File: config.mk
export PLATFORM = sky130hd
export DESIGN_NAME = scan_addr_gen_flat
export DESIGN_NICKNAME = d
export VERILOG_FILES = /design/src/rtl/scan_pkg.sv /design/src/rtl/scan_addr_gen_if.sv /design/src/rtl/scan_prescaler.sv /design/src/rtl/scan_addr_gen.sv /design/src/flat_wrapper.sv
export SDC_FILE = /design/constraint.sdc
export NUM_CORES = 1
export LEC_CHECK = 0
export ABC_AREA = 0
export CAP_MARGIN = 10
export CORE_AREA = 2 2 62 70
export CTS_BUF_LIST = sky130_fd_sc_hd__clkbuf_8 sky130_fd_sc_hd__clkbuf_16
export DETAILED_ROUTE_END_ITERATION = 12
export DIE_AREA = 0 0 64 72
export PLACE_DENSITY = 0.76
export RECOVER_POWER = 100
export SYNTH_ARGS = -nofsm -noshare
export SYNTH_HDL_FRONTEND = slang
export SYNTH_SLANG_ARGS = --single-unit
export TNS_END_PERCENT = 5
File: constraint.sdc
create_clock -name CLK -period 3.5 [get_ports CLK]
set_input_delay 1.05 -clock CLK [delete_from_list [all_inputs] [get_ports CLK]]
set_output_delay 1.05 -clock CLK [all_outputs]
set_load 0.01 [all_outputs]
File: src/rtl/scan_pkg.sv
// Shared types, decoder-enable constants and digit-search helpers for the
// display scan address generator.
package scan_pkg;

  typedef enum logic [1:0] {
    ST_IDLE  = 2'd0,
    ST_BLANK = 2'd1,
    ST_SHOW  = 2'd2
  } scan_state_e;

  // {G1, G2A, G2B} for a disabled and an enabled 3-to-8 decoder
  localparam logic [2:0] DIS_G = 3'b011;
  localparam logic [2:0] EN_G  = 3'b100;

  typedef struct packed {
    logic [2:0] idx;
    logic       wrap;
  } next_t;

  // Nearest set mask bit strictly after addr in the scan direction; wrap flags a pass boundary
  function automatic next_t next_digit(input logic [2:0] addr, input logic [7:0] mask,
                                       input logic dir);
    next_t      res;
    logic [2:0] cand;
    res.idx  = addr;
    res.wrap = 1'b0;
    for (int i = 8; i >= 1; i--) begin
      cand = dir ? (addr - 3'(i)) : (addr + 3'(i));
      if (mask[cand]) res.idx = cand;
    end
    res.wrap = dir ? (res.idx >= addr) : (res.idx <= addr);
    return res;
  endfunction

  // Nearest set mask bit starting at addr itself, searching in the scan direction
  function automatic logic [2:0] first_digit(input logic [2:0] addr, input logic [7:0] mask,
                                             input logic dir);
    logic [2:0] res;
    logic [2:0] cand;
    res = addr;
    for (int i = 7; i >= 0; i--) begin
      cand = dir ? (addr - 3'(i)) : (addr + 3'(i));
      if (mask[cand]) res = cand;
    end
    return res;
  endfunction

endpackage

File: src/rtl/scan_addr_gen_if.sv
// Control/decoder bundle of scan_addr_gen. Defining SCAN_ADDR_GEN_DIR_EN
// adds the DIR (scan direction) input.
interface scan_addr_gen_if;
  logic       RUN;
  logic [7:0] EN_MASK;
`ifdef SCAN_ADDR_GEN_DIR_EN
  logic       DIR;
`endif
  logic       G1;
  logic       G2A;
  logic       G2B;
  logic       C;
  logic       B;
  logic       A;
  logic       SCAN_DONE;

`ifdef SCAN_ADDR_GEN_DIR_EN
  modport master (output RUN, EN_MASK, DIR, input G1, G2A, G2B, C, B, A, SCAN_DONE);
  modport slave  (input RUN, EN_MASK, DIR, output G1, G2A, G2B, C, B, A, SCAN_DONE);
`else
  modport master (output RUN, EN_MASK, input G1, G2A, G2B, C, B, A, SCAN_DONE);
  modport slave  (input RUN, EN_MASK, output G1, G2A, G2B, C, B, A, SCAN_DONE);
`endif
endinterface

File: src/rtl/scan_prescaler.sv
// Free-running modulo-DIV counter producing a one-cycle tick on its last count;
// clr holds it at zero so every state starts a fresh tick period.
module scan_prescaler #(
  parameter int DIV = 50000
) (
  input  logic clk,
  input  logic rst_l,
  input  logic clr,
  output logic tick
);

  localparam int            CW   = (DIV > 1) ? $clog2(DIV) : 1;
  localparam logic [CW-1:0] LAST = CW'(DIV - 1);

  logic [CW-1:0] count_r;

  assign tick = (count_r == LAST);

  // Prescaler count with synchronous reset and clear
  always_ff @(posedge clk) begin
    if (!rst_l || clr) begin
      count_r <= '0;
    end else if (tick) begin
      count_r <= '0;
    end else begin
      count_r <= count_r + CW'(1);
    end
  end

endmodule

File: src/rtl/scan_addr_gen.sv
// Digit scan sequencer driving a 3-to-8 active-low decoder: IDLE/BLANK/SHOW FSM
// with masked digit skipping. Optional SCAN_ADDR_GEN_DIR_EN enables downward scan.
module scan_addr_gen
  import scan_pkg::*;
#(
  parameter int DIV   = 50000,
  parameter int DWELL = 4,
  parameter int BLANK = 1
) (
  input logic             CLK,
  input logic             RST_L,
  scan_addr_gen_if.slave  bus
);

  localparam int            TMAX       = (DWELL > BLANK) ? DWELL : BLANK;
  localparam int            TW         = (TMAX > 1) ? $clog2(TMAX) : 1;
  localparam logic [TW-1:0] DWELL_LAST = TW'(DWELL - 1);
  localparam logic [TW-1:0] BLANK_LAST = (BLANK > 0) ? TW'(BLANK - 1) : '0;
  localparam scan_state_e   ST_AFTER   = (BLANK > 0) ? ST_BLANK : ST_SHOW;

  scan_state_e   state_r, state_nxt_s;
  logic [2:0]    addr_r, addr_nxt_s;
  logic [TW-1:0] ticks_r, ticks_nxt_s;
  logic [2:0]    g_r;
  logic          done_r, done_nxt_s;
  logic          tick_s, clr_s, dir_s;
  logic [2:0]    first_s;
  next_t         step_s;

`ifdef SCAN_ADDR_GEN_DIR_EN
  assign dir_s = bus.DIR;
`else
  assign dir_s = 1'b0;
`endif

  // Leaving any state happens on a tick wrap or through IDLE, so only IDLE/stop clear it
  assign clr_s = (state_r == ST_IDLE) || !bus.RUN;

  scan_prescaler #(.DIV(DIV)) u_prescaler (
    .clk   (CLK),
    .rst_l (RST_L),
    .clr   (clr_s),
    .tick  (tick_s)
  );

  // Next-state, address and pass-boundary decision
  always_comb begin
    state_nxt_s = state_r;
    addr_nxt_s  = addr_r;
    ticks_nxt_s = ticks_r;
    done_nxt_s  = 1'b0;
    first_s     = first_digit(addr_r, bus.EN_MASK, dir_s);
    step_s      = next_digit(addr_r, bus.EN_MASK, dir_s);
    if (!bus.RUN) begin
      state_nxt_s = ST_IDLE;
      addr_nxt_s  = 3'd0;
      ticks_nxt_s = '0;
    end else begin
      case (state_r)
        ST_IDLE: begin
          if (bus.EN_MASK != 8'h00) begin
            state_nxt_s = ST_AFTER;
            addr_nxt_s  = first_s;
            ticks_nxt_s = '0;
          end else begin
            state_nxt_s = ST_IDLE;
          end
        end
        ST_BLANK: begin
          if (tick_s && (ticks_r == BLANK_LAST)) begin
            state_nxt_s = ST_SHOW;
            ticks_nxt_s = '0;
          end else if (tick_s) begin
            ticks_nxt_s = ticks_r + TW'(1);
          end else begin
            ticks_nxt_s = ticks_r;
          end
        end
        ST_SHOW: begin
          if (tick_s && (ticks_r == DWELL_LAST)) begin
            ticks_nxt_s = '0;
            // An empty mask parks in IDLE keeping the address for the restart search
            if (bus.EN_MASK == 8'h00) begin
              state_nxt_s = ST_IDLE;
            end else begin
              state_nxt_s = ST_AFTER;
              addr_nxt_s  = step_s.idx;
              done_nxt_s  = step_s.wrap;
            end
          end else if (tick_s) begin
            ticks_nxt_s = ticks_r + TW'(1);
          end else begin
            ticks_nxt_s = ticks_r;
          end
        end
        default: begin
          state_nxt_s = ST_IDLE;
          addr_nxt_s  = 3'd0;
          ticks_nxt_s = '0;
        end
      endcase
    end
  end

  // State and registered decoder outputs
  always_ff @(posedge CLK) begin
    if (!RST_L) begin
      state_r <= ST_IDLE;
      addr_r  <= 3'd0;
      ticks_r <= '0;
      g_r     <= DIS_G;
      done_r  <= 1'b0;
    end else begin
      state_r <= state_nxt_s;
      addr_r  <= addr_nxt_s;
      ticks_r <= ticks_nxt_s;
      g_r     <= (state_nxt_s == ST_SHOW) ? EN_G : DIS_G;
      done_r  <= done_nxt_s;
    end
  end

  assign {bus.G1, bus.G2A, bus.G2B} = g_r;
  assign {bus.C, bus.B, bus.A}      = addr_r;
  assign bus.SCAN_DONE              = done_r;

endmodule

File: src/flat_wrapper.sv
// flat-port wrapper written by rule: the top's interface ports become plain ports
module scan_addr_gen_flat import scan_pkg::*;
#(
  parameter int DIV   = 50000,
  parameter int DWELL = 4,
  parameter int BLANK = 1
)
  (CLK, RST_L, bus_RUN, bus_EN_MASK, bus_G1, bus_G2A, bus_G2B, bus_C, bus_B, bus_A, bus_SCAN_DONE);
  scan_addr_gen_if bus_i ();
  input logic CLK;
  input logic RST_L;
  input wire logic [$bits(bus_i.RUN)-1:0] bus_RUN;
  input wire logic [$bits(bus_i.EN_MASK)-1:0] bus_EN_MASK;
  output wire logic [$bits(bus_i.G1)-1:0] bus_G1;
  output wire logic [$bits(bus_i.G2A)-1:0] bus_G2A;
  output wire logic [$bits(bus_i.G2B)-1:0] bus_G2B;
  output wire logic [$bits(bus_i.C)-1:0] bus_C;
  output wire logic [$bits(bus_i.B)-1:0] bus_B;
  output wire logic [$bits(bus_i.A)-1:0] bus_A;
  output wire logic [$bits(bus_i.SCAN_DONE)-1:0] bus_SCAN_DONE;
  assign bus_i.RUN = bus_RUN;
  assign bus_i.EN_MASK = bus_EN_MASK;
  assign bus_G1 = bus_i.G1;
  assign bus_G2A = bus_i.G2A;
  assign bus_G2B = bus_i.G2B;
  assign bus_C = bus_i.C;
  assign bus_B = bus_i.B;
  assign bus_A = bus_i.A;
  assign bus_SCAN_DONE = bus_i.SCAN_DONE;
  scan_addr_gen #(.DIV(DIV), .DWELL(DWELL), .BLANK(BLANK)) u_core (.CLK(CLK), .RST_L(RST_L), .bus(bus_i));
endmodule
== Word level (Yosys, flattened, before mapping) ==
Index checks and enable logic that the tools add are counted.
Operators by class
  add/subtract/negate cells: 9
  multipliers: 0
  div/mod/pow operators: 0
  order comparisons: 9
  equality and inequality tests: 9
  shift operators: 0
  muxes and demuxes: 40
  bitwise operators: 5
  reduce and logical (&&, ||, !) cells: 14
Operator list (number)
  $mux 3: 12
  $lt 3x4->1 const B: 8
  $bmux 1 s3: 8
  $add 16x1->16 const B: 1
  $eq 16x16->1 const B: 1
  $mux 2: 7
  $add 3x3->3 const B: 4
  $pmux 2 s3: 2
  $mux 1: 10
  $pmux 3 s3: 1
  $logic_not 8->1: 1
  $reduce_bool 8->1: 1
  $add 3x2->3 const B: 2
  $eq 2x2->1 const B: 3
  $ne 2x2->1 const B: 3
  $not 1->1: 5
  $reduce_and 5->1: 1
  $reduce_or 5->1: 1
  $logic_not 2->1: 2
  $add 3x1->3 const B: 1
  $le 3x3->1: 1
  $add 2x1->2 const B: 1
  $eq 2x1->1 const B: 1
  $logic_and 1x1->1: 2
  5 further kinds: 7
Word-level totals
  register bits after elaboration: 27
  bits in latches: 0
  memory bits (writable): 0
  memory bits (read-only): 0
  logic and storage cells: 92
  memories kept: 0

== Depth between registers and ports, before layout ==
  depth after elaboration: 13
  depth in mapped cells: 17
  mapped depth without buffers: 14

== Cells and area by module ==
A second synthesis with hierarchy kept.
Unflattened totals
  cells, all modules: 228
  area total of the unflattened synthesis: 2052.0 sq um
Modules (own cells, without submodules)
  scan_addr_gen: times used 1, cells each 146, area an instance 1317.5 sq um, sequential area each 200.2 sq um
  scan_prescaler: times used 1, cells each 82, area an instance 734.5 sq um, sequential area each 320.3 sq um

== Least setup slack after synthesis ==
OpenSTA, ideal clock, no wires.
  kind: flip-flop to flip-flop
  from: register u_core.addr_r[1]
  to: register u_core.done_r (netlist: u_core.bus.SCAN_DONE)
  setup time: 0.096 ns
  data arrival time: 3.677 ns
  data required time: 3.404 ns
  slack: -0.273 ns
  cell stages (with the launch flop): 17
  cells stage by stage: dfxtp_1 -> clkbuf_1 -> buf_2 -> inv_1 -> ha_1 -> buf_2 -> mux4_2 -> mux2_1 -> a21bo_1 -> a32o_1 -> o221ai_2 -> o211ai_1 -> ha_1 -> a21o_1 -> a21oi_1 -> a31oi_1 -> nor4b_1
Between the ends
  cells in the longest elaborated chain, start to end: 11
  elaborated cells between the ends (all ways): 29
  classes of those cells: 7 x add/sub; 1 x order compare; 21 x mux
RTL lines
  start: declaration: line scan_addr_gen.sv:22  | logic [2:0] addr_r, addr_nxt_s;
  start signal: assignment: line scan_addr_gen.sv:115  | addr_r <= addr_nxt_s;
  $add 3x3->3: line scan_pkg.sv:28  | cand = dir ? (addr - 3'(i)) : (addr + 3'(i));
  $bmux 1 s3: line scan_pkg.sv:29  | if (mask[cand]) res.idx = cand;
  $mux 1 (not written as such): line scan_pkg.sv:29
  $mux 3 (3 in series): line scan_pkg.sv:29
  $mux 3
  $mux 3 (3 in series): line scan_pkg.sv:29
  $le 3x3->1 *: line scan_pkg.sv:31  | res.wrap = dir ? (res.idx >= addr) : (res.idx <= addr);
  end signal: assignment: line scan_addr_gen.sv:118  | done_r <= done_nxt_s;
  end: declaration: line scan_addr_gen.sv:25  | logic done_r, done_nxt_s;
Mark *: on every way between the ends. The rest lies on a longest branch, timed or not. The select of a mux whose other input is x is not followed.
A chain may end at the register's enable or synchronous reset.

== Final worst setup path ==
  from: input port bus_EN_MASK[0]
  to: register u_core.done_r (netlist: u_core.bus.SCAN_DONE)
Between the ends
  cells in the longest elaborated chain, start to end: 10
  elaborated cells between the ends (all ways): 24
  classes of those cells: 1 x order compare; 21 x mux; 2 x reduce/logical
RTL lines
  start: declaration: line flat_wrapper.sv:13  | input wire logic [$bits(bus_i.EN_MASK)-1:0] bus_EN_MASK;
  $bmux 1 s3: line scan_pkg.sv:29
  $mux 1 (not written as such): line scan_pkg.sv:29
  $mux 3 (3 in series): line scan_pkg.sv:29
  $mux 3
  $mux 3 (3 in series): line scan_pkg.sv:29
  $le 3x3->1: line scan_pkg.sv:31
Parallel ways exist; a longest one is shown, timed or not. The select of a mux whose other input is x is not followed.

==> results.py <==
metrics = {
    "outcome": {
        "outcome": "complete, no violations",
    },
    "logic_synthesis": {
        "ys_ff_latch": 26,
        "synth-simple-area-share_pct": 21.4,
        "synthFlopType": "dfxtp_1",
        "avgSynthCellArea_um2": 9.10,
        "synth_commonest_cells": "dfxtp_1, nor2_1, nand2_1, inv_1, ha_1",
        "synth_top_area_share_pct": 26.6,
        "synth_edf_count": 0,
        "postSynth.asyncResetShare_pct": 0,
        "yosysSeqAreaShare_pct": 26.6,
        "synth_compound_area_share_pct": 14.8,
        "syn_area_mm2": 0.00196,
        "syn_inst": 215,
        "yosys.cell_count.top_type": "dfxtp_1",
        "synth_warnings": 0,
        "synth_area_leaders": "dfxtp_1, mux4_2, ha_1, xor2_1, nor2_1",
        "synth_mux_area_share_pct": 15.9,
        "synth_xor_area_share_pct": 8.51,
        "yosysTopAreaCell": "dfxtp_1",
        "synth_cell_types": 54,
        "synthAdderAreaFrac_pct": 7.68,
        "synth.net_count": 238,
        "synth_top_family_by_area": "simple AND/OR/NAND/NOR gates",
    },
    "setup_path": {
        "crit_fanout": 4,
        "crit_buf_inv": 3,
        "reg2reg_from": "u_core.addr_r[0]",
        "endpoint_kind": "register",
        "cpMostUsedCell": "a21oi_1",
        "cpLargestDelayFamily": "simple AND/OR/NAND/NOR gates",
        "cp_slowest_cell": "mux4_2",
        "reg2reg_depth": 12,
        "path_class": "primary input to register",
        "critPathMaxStageDelay_ns": 0.46,
        "required_ns": 3.69,
        "r2r_slack_ns": 0.24,
        "start_kind": "primary input",
        "worstPathCellList": "buf_2 > buf_6 > mux4_2 > buf_4 > and2_1 > or2_1 > nor3_1 > a21oi_1 > o211ai_1 > ha_1 > a21o_1 > a21oi_1 > a31oi_1 > nor4b_2",
        "cp.arrival_ns": 3.63,
        "r2r_end": "u_core.bus.SCAN_DONE",
    },
    "route": {
        "wire_per_inst_um": 14.2,
        "drt-total-wl_um": 4370,
        "antenna_left": 0,
        "drc": 0,
        "drt_iter0_markers": 73,
        "dr.pass1.iters": 4,
        "vias": 1738,
        "vias_per_cell": 5.66,
    },
    "min_path": {
        "hold_path_end": "u_core.u_prescaler.count_r[0]",
        "min_path_type": "register to register",
        "whs_path_depth": 1,
        "min_from": "u_core.u_prescaler.count_r[0]",
    },
    "timing": {
        "finalCritPeriodShare_pct": 98.3,
        "tightest_slew_ns": 0.573,
        "tns_ns": 0,
        "min_period_ns": 3.44,
        "timing.hold.ws_ns": 0.456,
        "hold_viol": 0,
        "setup_viol": 0,
        "slew_headroom_pct": 61.5,
        "finalClockSkew_ns": 0.00776,
        "slew_viol_final": 0,
        "fmax_mhz": 291,
        "timing.final.ws_setup_ns": 0.0605,
    },
    "layout": {
        "final_util_pct": 62.2,
        "layoutNonFillerInstCount": 307,
        "final_nets": 279,
        "area_growth_pct": 23.3,
        "drive_gt1_share_pct": 24.7,
        "postLayoutCellArea_mm2": 0.00241,
        "n_antenna_cell": 0,
    },
    "place": {
        "gp_congestion": 0.866,
        "dp.cells": 302,
        "dpl_worst_slack_ns": -0.662,
        "port_buffers": 17,
        "dp_hpwl_um": 3260,
        "place_area_mm2": 0.00235,
    },
    "clock_tree": {
        "cts_sinks": 26,
        "cts_root_buffer": "clkbuf_8",
        "clock_latency_ns": 0.27,
        "cts_buffers": 3,
        "cts_tree": "yes",
        "cts_buffer_depth": 2,
        "cts.clk_slew.worst_paths_ns": 0.09,
        "h-tree-depth": 1,
        "ctsHoldBuffers": 0,
    },
    "die": {
        "die_width_um": 64,
        "start_util_pct": 50.5,
        "rows": 24,
        "dieArea_mm2": 0.00461,
        "core_mm2": 0.00387,
        "die_h_um": 72,
        "pin_count": 18,
    },
    "global_route": {
        "grt_pass1_wl_um": 7490,
        "grt_overflow_total": 0,
        "grt_pass1_vias": 1748,
        "grt_usage_pct": 19.8,
        "grt_antenna_before_repair": 0,
        "grt_max_degree": 17,
    },
    "power_and_ir_drop": {
        "p_per_area_mw_per_mm2": 348,
        "power_leakage_nw": 0.878,
        "power_uw": 839,
        "peakVddDrop_v": 0.000340,
    },
    "flow_run": {
        "drv_cap": 0,
    },
}
## cells by family (layout without fill, tap and decap cells)
logic type,count (synthesis),in the layout
and+or+nand+nor,80,80
AOI/OAI and AO/OA,37,37
DFF,26,26
buffers and inverters,23,63
xor gates and xnor gates,19,19
muxes,18,18
adders and majority gates,12,12
## power breakdown
group          internal (mW)  leakage [nW]  switching, mW
Combinational          0.185         0.638          0.156
Clock                  0.101        0.0288         0.0942
Sequential             0.299         0.210        0.00332
Total                  0.585         0.878          0.254
## registers in the layout (all words and copies together) (netlist names)
signal                      count
u_core.state_r                  2
u_core.u_prescaler.count_r     16
u_core.g_r                      2
u_core.bus.SCAN_DONE            1
u_core.addr_r                   3
u_core.ticks_r                  2
## area by class of cell
class	count	area, um2
Inverter	13	48.8
Sequential cell	26	522
Multi-Input combinational cell	166	1370
Timing Repair Buffer	46	350
Fill cell	316	1460
Tap cell	52	65.1
Clock buffer	4	55.1
## what timing repair did
item                                    in CTS  in global routing
pin swaps                                    6                 10
cloned                                       0                  0
endpoints found under the setup margin       1                  1
gates resized for setup                     29                 14
buffers inserted                             1                  1
## how the worst max path moves through the flow
stage / start / slack [ns] / end / cells after the start
floorplan: bus_EN_MASK[0] / 0.01 / u_core.bus.SCAN_DONE / 11
global placement: bus_EN_MASK[7] / -0.53 / u_core.bus.SCAN_DONE / 12
detailed placement: bus_EN_MASK[1] / -0.66 / u_core.bus.SCAN_DONE / 13
CTS: bus_EN_MASK[3] / 0.002 / u_core.bus.SCAN_DONE / 12
global route: bus_EN_MASK[0] / -0.006 / u_core.bus.SCAN_DONE / 13
finish: bus_EN_MASK[0] / 0.06 / u_core.bus.SCAN_DONE / 14
## layer usage
layer	track usage, %	wire length, um
met5	0	0
met4	5.07	54
met3	3.57	142
met2	35.9	2160
met1	24.3	2010
## placed cells by master, fill, tap and decap left out, types with 4 or more instances in the layout
cell and instances:
a21oi_1 7, buf_2 5, buf_4 23, clkbuf_8 4
clkdlybuf4s50_1 4, dfxtp_1 25, dlygate4sd3_1 5, ha_1 11
inv_1 13, mux4_2 10, nand2_1 17, nand3_1 10
nand4_1 5, nor2_1 23, xnor2_1 9, xor2_1 10
Note: power is estimated with default switching activity, not from simulation.
